**src/rtl/cart_mem_arbiter.sv**
```systemverilog
// Arbiter for the shared cartridge memory port: the SNES CPU path has priority,
// and a host backup engine uses idle gaps. A per-access watchdog aborts hung accesses.
module cart_mem_arbiter #(
  parameter int          STARVE_LIMIT = 8,
  parameter int          TIMEOUT      = 63,
  parameter logic [23:0] BSRAM_BASE   = 24'hE00000
) (
  input  logic        MCLK,
  input  logic        RST,
  input  logic        CPU_REQ,
  input  logic        CPU_WE,
  input  logic [23:0] CPU_ADDR,
  input  logic [7:0]  CPU_DI,
  output logic [7:0]  CPU_DO,
  output logic        CPU_READY,
  input  logic        HOST_REQ,
  input  logic        HOST_WE,
  input  logic [19:0] HOST_ADDR,
  input  logic [7:0]  HOST_DI,
  output logic [7:0]  HOST_DO,
  output logic        HOST_ACK,
  output logic        MEM_REQ,
  output logic        MEM_WE,
  output logic [23:0] MEM_ADDR,
  output logic [7:0]  MEM_D,
  input  logic [7:0]  MEM_Q,
  input  logic        MEM_ACK,
  output logic        ERR_TIMEOUT,
  output logic        ERR_OVERRUN,
  input  logic        CLR_ERR
);

  localparam int            SW         = $clog2(STARVE_LIMIT + 1);
  localparam logic [SW-1:0] STARVE_MAX = SW'(STARVE_LIMIT);
  localparam logic [7:0]    WDOG_MAX   = 8'(TIMEOUT);

  typedef enum logic [1:0] {
    IDLE      = 2'd0,
    CPU_WAIT  = 2'd1,
    HOST_WAIT = 2'd2
  } state_t;

  state_t        state_reg;
  logic          pend_reg;
  logic          lat_we_reg;
  logic [23:0]   lat_addr_reg;
  logic [7:0]    lat_di_reg;
  logic [SW-1:0] starve_reg;
  logic [7:0]    wdog_reg;

  logic [7:0]    cpu_do_reg;
  logic          cpu_ready_reg;
  logic [7:0]    host_do_reg;
  logic          host_ack_reg;
  logic          mem_req_reg;
  logic          mem_we_reg;
  logic [23:0]   mem_addr_reg;
  logic [7:0]    mem_d_reg;
  logic          err_timeout_reg;
  logic          err_overrun_reg;

  logic          idle;
  logic          busy;
  logic          cpu_pend;
  logic          host_grant;
  logic          cpu_grant;
  logic          mem_done;
  logic          wdog_abort;
  logic          overrun;
  logic [7:0]    done_data;
  logic          iss_we;
  logic [23:0]   iss_addr;
  logic [7:0]    iss_di;
  logic [23:0]   host_addr_full;

  assign idle       = (state_reg == IDLE);
  assign busy       = (state_reg == CPU_WAIT) || (state_reg == HOST_WAIT);
  assign cpu_pend   = pend_reg | CPU_REQ;
  assign host_grant = idle && HOST_REQ && (!cpu_pend || (starve_reg == STARVE_MAX));
  assign cpu_grant  = idle && !host_grant && cpu_pend;

  // A latched request always goes out before a fresh strobe arriving the same cycle.
  assign iss_we   = pend_reg ? lat_we_reg   : CPU_WE;
  assign iss_addr = pend_reg ? lat_addr_reg : CPU_ADDR;
  assign iss_di   = pend_reg ? lat_di_reg   : CPU_DI;

  assign host_addr_full = BSRAM_BASE + {4'b0, HOST_ADDR};

  assign mem_done   = busy && (MEM_ACK || (wdog_reg == WDOG_MAX));
  assign wdog_abort = busy && !MEM_ACK && (wdog_reg == WDOG_MAX);
  assign done_data  = MEM_ACK ? MEM_Q : 8'hFF;
  assign overrun    = CPU_REQ && pend_reg && !cpu_grant;

  always_ff @(posedge MCLK) begin
    if (RST) begin
      state_reg       <= IDLE;
      pend_reg        <= 1'b0;
      lat_we_reg      <= 1'b0;
      lat_addr_reg    <= 24'h0;
      lat_di_reg      <= 8'h0;
      starve_reg      <= '0;
      wdog_reg        <= 8'h0;
      cpu_do_reg      <= 8'hFF;
      cpu_ready_reg   <= 1'b0;
      host_do_reg     <= 8'h00;
      host_ack_reg    <= 1'b0;
      mem_req_reg     <= 1'b0;
      mem_we_reg      <= 1'b0;
      mem_addr_reg    <= 24'h0;
      mem_d_reg       <= 8'h0;
      err_timeout_reg <= 1'b0;
      err_overrun_reg <= 1'b0;
    end else begin
      mem_req_reg   <= 1'b0;
      cpu_ready_reg <= 1'b0;
      host_ack_reg  <= 1'b0;

      case (state_reg)
        IDLE: begin
          if (host_grant) begin
            state_reg    <= HOST_WAIT;
            mem_req_reg  <= 1'b1;
            mem_we_reg   <= HOST_WE;
            mem_addr_reg <= host_addr_full;
            mem_d_reg    <= HOST_DI;
            wdog_reg     <= 8'h0;
          end else if (cpu_grant) begin
            state_reg    <= CPU_WAIT;
            mem_req_reg  <= 1'b1;
            mem_we_reg   <= iss_we;
            mem_addr_reg <= iss_addr;
            mem_d_reg    <= iss_di;
            wdog_reg     <= 8'h0;
          end
        end
        CPU_WAIT, HOST_WAIT: begin
          wdog_reg <= wdog_reg + 8'd1;
          if (mem_done) begin
            state_reg <= IDLE;
            if (state_reg == CPU_WAIT) begin
              cpu_ready_reg <= 1'b1;
              if (!mem_we_reg) cpu_do_reg <= done_data;
            end else begin
              host_ack_reg <= 1'b1;
              if (!mem_we_reg) host_do_reg <= done_data;
            end
          end
        end
        default: state_reg <= IDLE;
      endcase

      // The pending slot frees at issue, so a strobe on the issue cycle refills it.
      if (CPU_REQ && (!pend_reg || cpu_grant)) begin
        lat_we_reg   <= CPU_WE;
        lat_addr_reg <= CPU_ADDR;
        lat_di_reg   <= CPU_DI;
      end
      if (cpu_grant) pend_reg <= pend_reg & CPU_REQ;
      else           pend_reg <= pend_reg | CPU_REQ;

      if (!HOST_REQ || host_grant)
        starve_reg <= '0;
      else if (cpu_grant && (starve_reg != STARVE_MAX))
        starve_reg <= starve_reg + SW'(1);

      if (wdog_abort)   err_timeout_reg <= 1'b1;
      else if (CLR_ERR) err_timeout_reg <= 1'b0;

      if (overrun)      err_overrun_reg <= 1'b1;
      else if (CLR_ERR) err_overrun_reg <= 1'b0;
    end
  end

  assign CPU_DO      = cpu_do_reg;
  assign CPU_READY   = cpu_ready_reg;
  assign HOST_DO     = host_do_reg;
  assign HOST_ACK    = host_ack_reg;
  assign MEM_REQ     = mem_req_reg;
  assign MEM_WE      = mem_we_reg;
  assign MEM_ADDR    = mem_addr_reg;
  assign MEM_D       = mem_d_reg;
  assign ERR_TIMEOUT = err_timeout_reg;
  assign ERR_OVERRUN = err_overrun_reg;

endmodule

```
**config.mk**
```make
export PLATFORM = sky130hd
export DESIGN_NAME = cart_mem_arbiter
export DESIGN_NICKNAME = d
export VERILOG_FILES = /design/src/rtl/cart_mem_arbiter.sv
export SDC_FILE = /design/constraint.sdc
export NUM_CORES = 1
export LEC_CHECK = 0
export ABC_AREA = 1
export CORE_MARGIN = 4
export CORE_UTILIZATION = 45
export CTS_CLUSTER_DIAMETER = 50
export DETAILED_ROUTE_END_ITERATION = 8
export GPL_TIMING_DRIVEN = 0
export PLACE_DENSITY = 0.72
export SYNTH_ARGS = -nofsm -noshare
export SYNTH_HDL_FRONTEND = slang
export SYNTH_SLANG_ARGS = --single-unit
```
**constraint.sdc**
```tcl
create_clock -name MCLK -period 1.91 [get_ports MCLK]
set_input_delay 0.573 -clock MCLK [delete_from_list [all_inputs] [get_ports MCLK]]
set_output_delay 0.573 -clock MCLK [all_outputs]
set_load 0.01 [all_outputs]
```
Yosys cells after proc, flatten, opt, wreduce, memory -nomap -nowiden. Cells that the tools add are included.

Register bits after elaboration: 102. Latch bits: 0. Bits in writable memories: 0. Bits in read-only memories: 0. Bits of input ports: 76. Output and inout bits: 54. Word-level logic and storage cells: 95. Memories kept: 0.

Add/subtract/negate cells: 3. Multipliers: 0. Divide/modulo/power cells: 0. Magnitude comparators: 0. Eq/ne operators: 7. Shift-type cells: 0. Muxes and demuxes: 25. Bitwise logic cells: 7. Reduce and logical (&&, ||, !) cells: 36.

Operators with widths (count): 2-to-1 mux 24 bit (3); 2-to-1 mux 8 bit (6); adder 22 x 21 -> 23 bit, first input constant (1); one-hot mux 8 bit (2 select lines) (1); logical AND 1 bit (11); 2-to-1 mux 1 bit (11); adder 8 x 1 -> 8 bit, second input constant (1); == test 8 x 6 -> 1 bit, second input constant (1); AND reduction 4 bit (2); nonzero test 2 bit (4); logical NOT 1 bit (6); 2-to-1 mux 2 bit (3); AND reduction 2 bit (3); OR reduction 2 bit (3); logical OR 1 bit (5); inverter 1 bit (5); adder 4 x 1 -> 4 bit, second input constant (1); == test 4 bit, second input constant (1); != test 4 bit, second input constant (1); one-hot mux 2 bit (2 select lines) (1); != test 3 x 1 -> 1 bit, second input constant (1); OR reduction 3 bit (1); == test 2 x 1 -> 1 bit, second input constant (1); == test 2 bit, second input constant (1); other kinds (4) (4).

Longest topological paths before layout.
Depth in word-level cells: 10. Mapped depth: 11. Gate-level depth less buffers: 10.

Least setup slack after synthesis. OpenSTA, ideal clock, no wires.

Path type: input-to-reg. From: in CPU_REQ. To: reg lat_addr_reg[0]. Data arrival time: 1.502 ns. Required time: 1.846 ns. Setup slack: 0.344 ns. Cell stages on the path: 11. Path buffers: 2. Cell sequence: buf_6 > nor2_4 > inv_4 > nand2_2 > nand2_4 > nand2_4 > nand2_4 > buf_6 > nand3_1 > nand2_1 > nor2_1.

Longest elaborated chain between the ends: 9.

RTL lines: from (decl) (line 10) `input logic CPU_REQ,`; OR 1 bit (line 78) `assign cpu_pend = pend_reg | CPU_REQ;`; logical NOT 1 bit (line 79) `assign host_grant = idle && HOST_REQ && (!cpu_pend || (starve_reg == STARVE_MAX));`; logical OR 1 bit (line 79); logical AND 1 bit (line 79); logical NOT 1 bit (line 80) `assign cpu_grant = idle && !host_grant && cpu_pend;`; logical AND 1 bit (2 in series) (line 80); logical OR 1 bit (line 153) `if (CPU_REQ && (!pend_reg || cpu_grant)) begin`; logical AND 1 bit * (line 153); to (signal assigned) (line 99) `lat_addr_reg <= 24'h0;`; to (signal assigned) (line 155) `lat_addr_reg <= CPU_ADDR;`; to (decl) (line 46) `logic [23:0] lat_addr_reg;`.

Every way passes the cells marked *; elsewhere a longest branch is shown, timed or not. A chain may end at the register's enable or synchronous reset.

Final worst setup path.
From: reg mem_we_reg, in the netlist MEM_WE. To: out MEM_WE.

RTL lines: from (decl) (line 56) `logic mem_we_reg;`; from (signal assigned) (line 130) `mem_we_reg <= iss_we;`; to (decl) (line 23) `output logic MEM_WE,`.

No word-level cell between the ends.

==> results list <==
- Worst-path fanout max: 4
* Maximum buffer depth of the clock tree: 2
* Setup clock skew after layout: 0.0115 ns
* Setup crit end kind: output port
* Root buffer selected by CTS: sky130_fd_sc_hd__clkbuf_8
* Number of buffers created by CTS: 9
* Total routing usage reported by global routing: 22.1%
- In this run the most critical hold path is launched from lat_addr_reg[11]$_SDFFE_PP0P_.
* Max frequency: 542 MHz
- Reg2Reg Launch Point: wdog_reg[0]$_SDFFE_PP0P_
* Portion of total power attributed to combinational logic: 35.1%
* Final-report setup violation count: 0
* Number of core rows: 37
- Once the floorplan was initialized, standard cells occupied 46.6% of the core.
- For this run, the register share of the synthesized area comes to 41.9%.
- In this run the number of H-tree levels came out at 3.
* Starting DRT DRC Count: 402
- The run finished with clean final reports.
- Max-Cap Viols: 0
* Layout overhead on the synthesized area: 35.1%
- In the routed layout, each cell is associated on average with a via count of 5.16.
- The worst path needs 1.85 ns of the cycle, external delays included.
- IO Port Bufs: 128
- Summed over all cells, the static leakage comes to 3.03 nW.
- The congestion estimate from routability-driven global placement came to 0.826.
- Clock-pin slew was measured on the worst setup and hold paths at 0.09 ns.
- Clock sink total: 102
- The region available for standard cell placement spans 10500 um^2.
- Synth Cell Area: 4880 um^2
- When the netlist entered floorplanning its net count stood at 797.
* Setup repair after global routing missed its margin: false
- The die is 112 um tall.
- Critical register-to-register path endpoint: HOST_DO[7]$_SDFFE_PP0P_
- The die covers 12600 um^2.
- Count of hold-fix buffers inserted at cts: 0
* Nature of the critical path startpoint: flop
* Number of unique standard cell types used by synthesis: 32
- Number of buffers and inverters on the critical path: 1
- Antenna violations before repair: 0
* Average footprint of a synthesized cell: 6.83 um^2
- Sequential share of power: 43.3%
- IR analysis of the VDD net gives a maximum drop of 451 uV.
- Entering global routing, the biggest net connects 16 pins.
* Final WL: 14300 um
- The kind of cell with the highest combined delay along the critical path is buffers and inverters.
* Slew Limit Headroom: 53.0%
- Per report_power, the clock group accounts for 21.6% of the total.
- The critical path goes through clkdlybuf4s50_1.
* Post-route standard cell area excluding fillers: 6590 um^2
- After synthesis the netlist holds a flip-flop and latch count of 102.
* Fillers: 998
* Number of pins exceeding their max-slew limit in the final report: 0
- Cells after synthesis: 714
* IO Count: 130
* Nets: 939
- Cells fill 63.0% of the core in the end.
- Overflow left after global routing: 0
- Area after DPL: 6330 um^2
- The routed layout has 5142 vias.
- Summed over all nets, the half-perimeter wirelength after detailed placement is 10900 um.
- Number of global-route vias before repair: 4967
- The final-report hold violation count came to 0.
* DR WL/cell: 14.4 um
* Worst EP arrival: 1.27 ns
* Power density over the cells: 909 nW/um^2
- Among all stages on the critical path, the largest delay is contributed by sky130_fd_sc_hd__clkdlybuf4s50_1.
- TritonCTS built the clock tree.
- Total inserted antenna cells: 0
- The path class of the tightest hold or removal check is reg -> reg.
- The first detailed-routing pass took 5 iterations.
* Worst Tran Pin Value: 0.703 ns
- On the worst path, the slowest cell contributes a delay of 0.54 ns.
- Of the total power, the share spent switching nets is 34.2%.
* Wire length of the first global-routing pass: 23100 um
* Die extent in x: 112 um
- Fraction of the cycle the final worst path needs: 96.7%
- Latest clock arrival within the worst-skew pair: 0.36 ns
- The setup check on the worst reg-to-reg path leaves a slack of 0.11 ns.
- Cells with a size suffix above 1 make up 7.43% of the layout.
- Internal cell power: 3.94 mW
* Min-Delay Path Depth: 2
- During synthesis, Yosys emitted a total of 0 warnings.
- ANT nets after route: 0
- Counting cells, the worst reg-to-reg path comes to 9.
* DRC violation count after routing: 0
* Switching power summed over all nets: 2.05 mW
* Required time at the worst-slack endpoint: 1.34 ns
- For hold timing, the worst endpoint is lat_addr_reg[11]$_SDFFE_PP0P_.
- Category of the most critical setup path: reg -> out
## area by class of cell
cell class / count / area, um^2 / share of cell area [%]
inverters: 84 / 318 / 4.82
flip-flops and latches: 102 / 2040 / 31.0
well taps: 136 / 170 / 2.58
repair buffers: 131 / 1310 / 19.8
multi-input cells: 486 / 2310 / 35.1
clock inverters: 3 / 17.5 / 0.266
plain buffers: 42 / 249 / 3.78
clock buffers: 13 / 169 / 2.56
## cell families (layout without fill, tap and decap cells)
logic type               Yosys count  count (layout)  synth area share (%)
flip-flops                       102             102                  41.9
AND/OR/NAND/NOR                  334             334                  29.1
AO/OA/AOI/OAI                    141             141                  15.4
XOR/XNOR                           4               4                 0.718
adder cells (fa/ha/maj)            7               7                  1.80
buffers and inverters            126             273                  11.1
## worst max-delay path by stage
stage | startpoint | endpoint | slack, ns | cells past startpoint
6_report | MEM_WE$_SDFFE_PP0P_ | MEM_WE | 0.06 | 1
5_1_grt | starve_reg[0]$_SDFFE_PP0P_ | MEM_ADDR[6]$_SDFFE_PP0P_ | 0.0004 | 9
4_1_cts | RST | lat_di_reg[4]$_SDFFE_PP0P_ | 0.02 | 6
3_5_place_dp | HOST_REQ | MEM_ADDR[1]$_SDFFE_PP0P_ | -0.53 | 6
3_3_place_gp | HOST_REQ | MEM_D[3]$_SDFFE_PP0P_ | -0.49 | 6
2_1_floorplan | CPU_REQ | lat_addr_reg[0]$_SDFFE_PP0P_ | 0.34 | 11
## cell usage in the layout, fill, tap and decap left out, types with 2 or more instances in the layout
| cell type | count |
|---|---|
| sky130_fd_sc_hd__clkbuf_8 | 12 |
| sky130_fd_sc_hd__nand2_4 | 4 |
| sky130_fd_sc_hd__nand2_2 | 3 |
| sky130_fd_sc_hd__nor2_1 | 104 |
| sky130_fd_sc_hd__clkbuf_1 | 11 |
| sky130_fd_sc_hd__buf_6 | 8 |
| sky130_fd_sc_hd__nor3b_1 | 3 |
| sky130_fd_sc_hd__nand4_1 | 10 |
| sky130_fd_sc_hd__dfxtp_1 | 101 |
| sky130_fd_sc_hd__buf_1 | 5 |
| sky130_fd_sc_hd__xor2_1 | 3 |
| sky130_fd_sc_hd__nor3_1 | 4 |
| sky130_fd_sc_hd__a21oi_1 | 40 |
| sky130_fd_sc_hd__clkbuf_4 | 2 |
| sky130_fd_sc_hd__clkdlybuf4s50_1 | 127 |
| sky130_fd_sc_hd__o21ai_0 | 91 |
| sky130_fd_sc_hd__clkbuf_2 | 12 |
| sky130_fd_sc_hd__nand2_1 | 144 |
| sky130_fd_sc_hd__clkinv_2 | 2 |
| sky130_fd_sc_hd__nand3_1 | 59 |
| sky130_fd_sc_hd__buf_2 | 4 |
| sky130_fd_sc_hd__a31oi_1 | 3 |
| sky130_fd_sc_hd__ha_1 | 6 |
| sky130_fd_sc_hd__inv_1 | 81 |
| sky130_fd_sc_hd__a21oi_4 | 2 |
| sky130_fd_sc_hd__buf_4 | 4 |
## Yosys cell counts (all sizes together)
master	number	area, um^2
dfxtp	102	2040
o21a	1	7.51
clkbuf	21	78.8
nand4	10	62.6
or2	1	6.26
a21boi	1	18.8
a31o	1	8.76
nor3b	3	22.5
buf	21	146
xor2	3	26.3
a31oi	3	18.8
o21ai	92	464
nand3	60	305
nor2	105	402
nor3	4	20.0
a21oi	42	225
ha	7	87.6
clkinv	1	3.75
xnor2	1	8.76
inv	83	314
o2111ai	1	8.76
nand2	151	599
## power by group through the flow
stage               Clock [mW]  Sequential, mW  Combinational [mW]
finish                    1.30            2.59                2.10
global route              1.40            2.63                2.32
CTS                       1.33            2.59                2.05
detailed placement           0            2.64                2.03
global placement             0            2.63                1.99
floorplan                    0            2.71                1.04
## metrics by stage
stage | instances | power, mW | TNS [ns] | hold WS, ns | setup slack (ns)
final | 997 | 5.99 | 0 | 0.471 | 0.0637
after global placement | 978 | 4.61 | -29.51 | 0.444 | -0.487
after CTS | 994 | 5.97 | 0 | 0.474 | 0.0225
after global routing | 997 | 6.36 | 0 | 0.496 | 0.000441
after floorplan | 714 | 3.75 | 0 | 0.434 | 0.344
after detailed placement | 978 | 4.67 | -32.27 | 0.453 | -0.528
## metal layers
metal / share of wire, % / global-route usage (%) / routed length, um / up-vias
li1: - / - / - / 2560
met1: 44 / 26.9 / 6310 / 2370
met2: 48 / 39.1 / 6880 / 189
met3: 5.7 / 4.15 / 814 / 23
met4: 2.2 / 7.29 / 311 / 0
met5: 0 / 0 / 0 / -
## timing repair
action	CTS	global route
pin swaps	0	2
setup endpoints to repair	26	67
gates cloned	0	0
gates resized for setup	5	27
setup buffers	0	3
(Power assumes the default switching activity.)
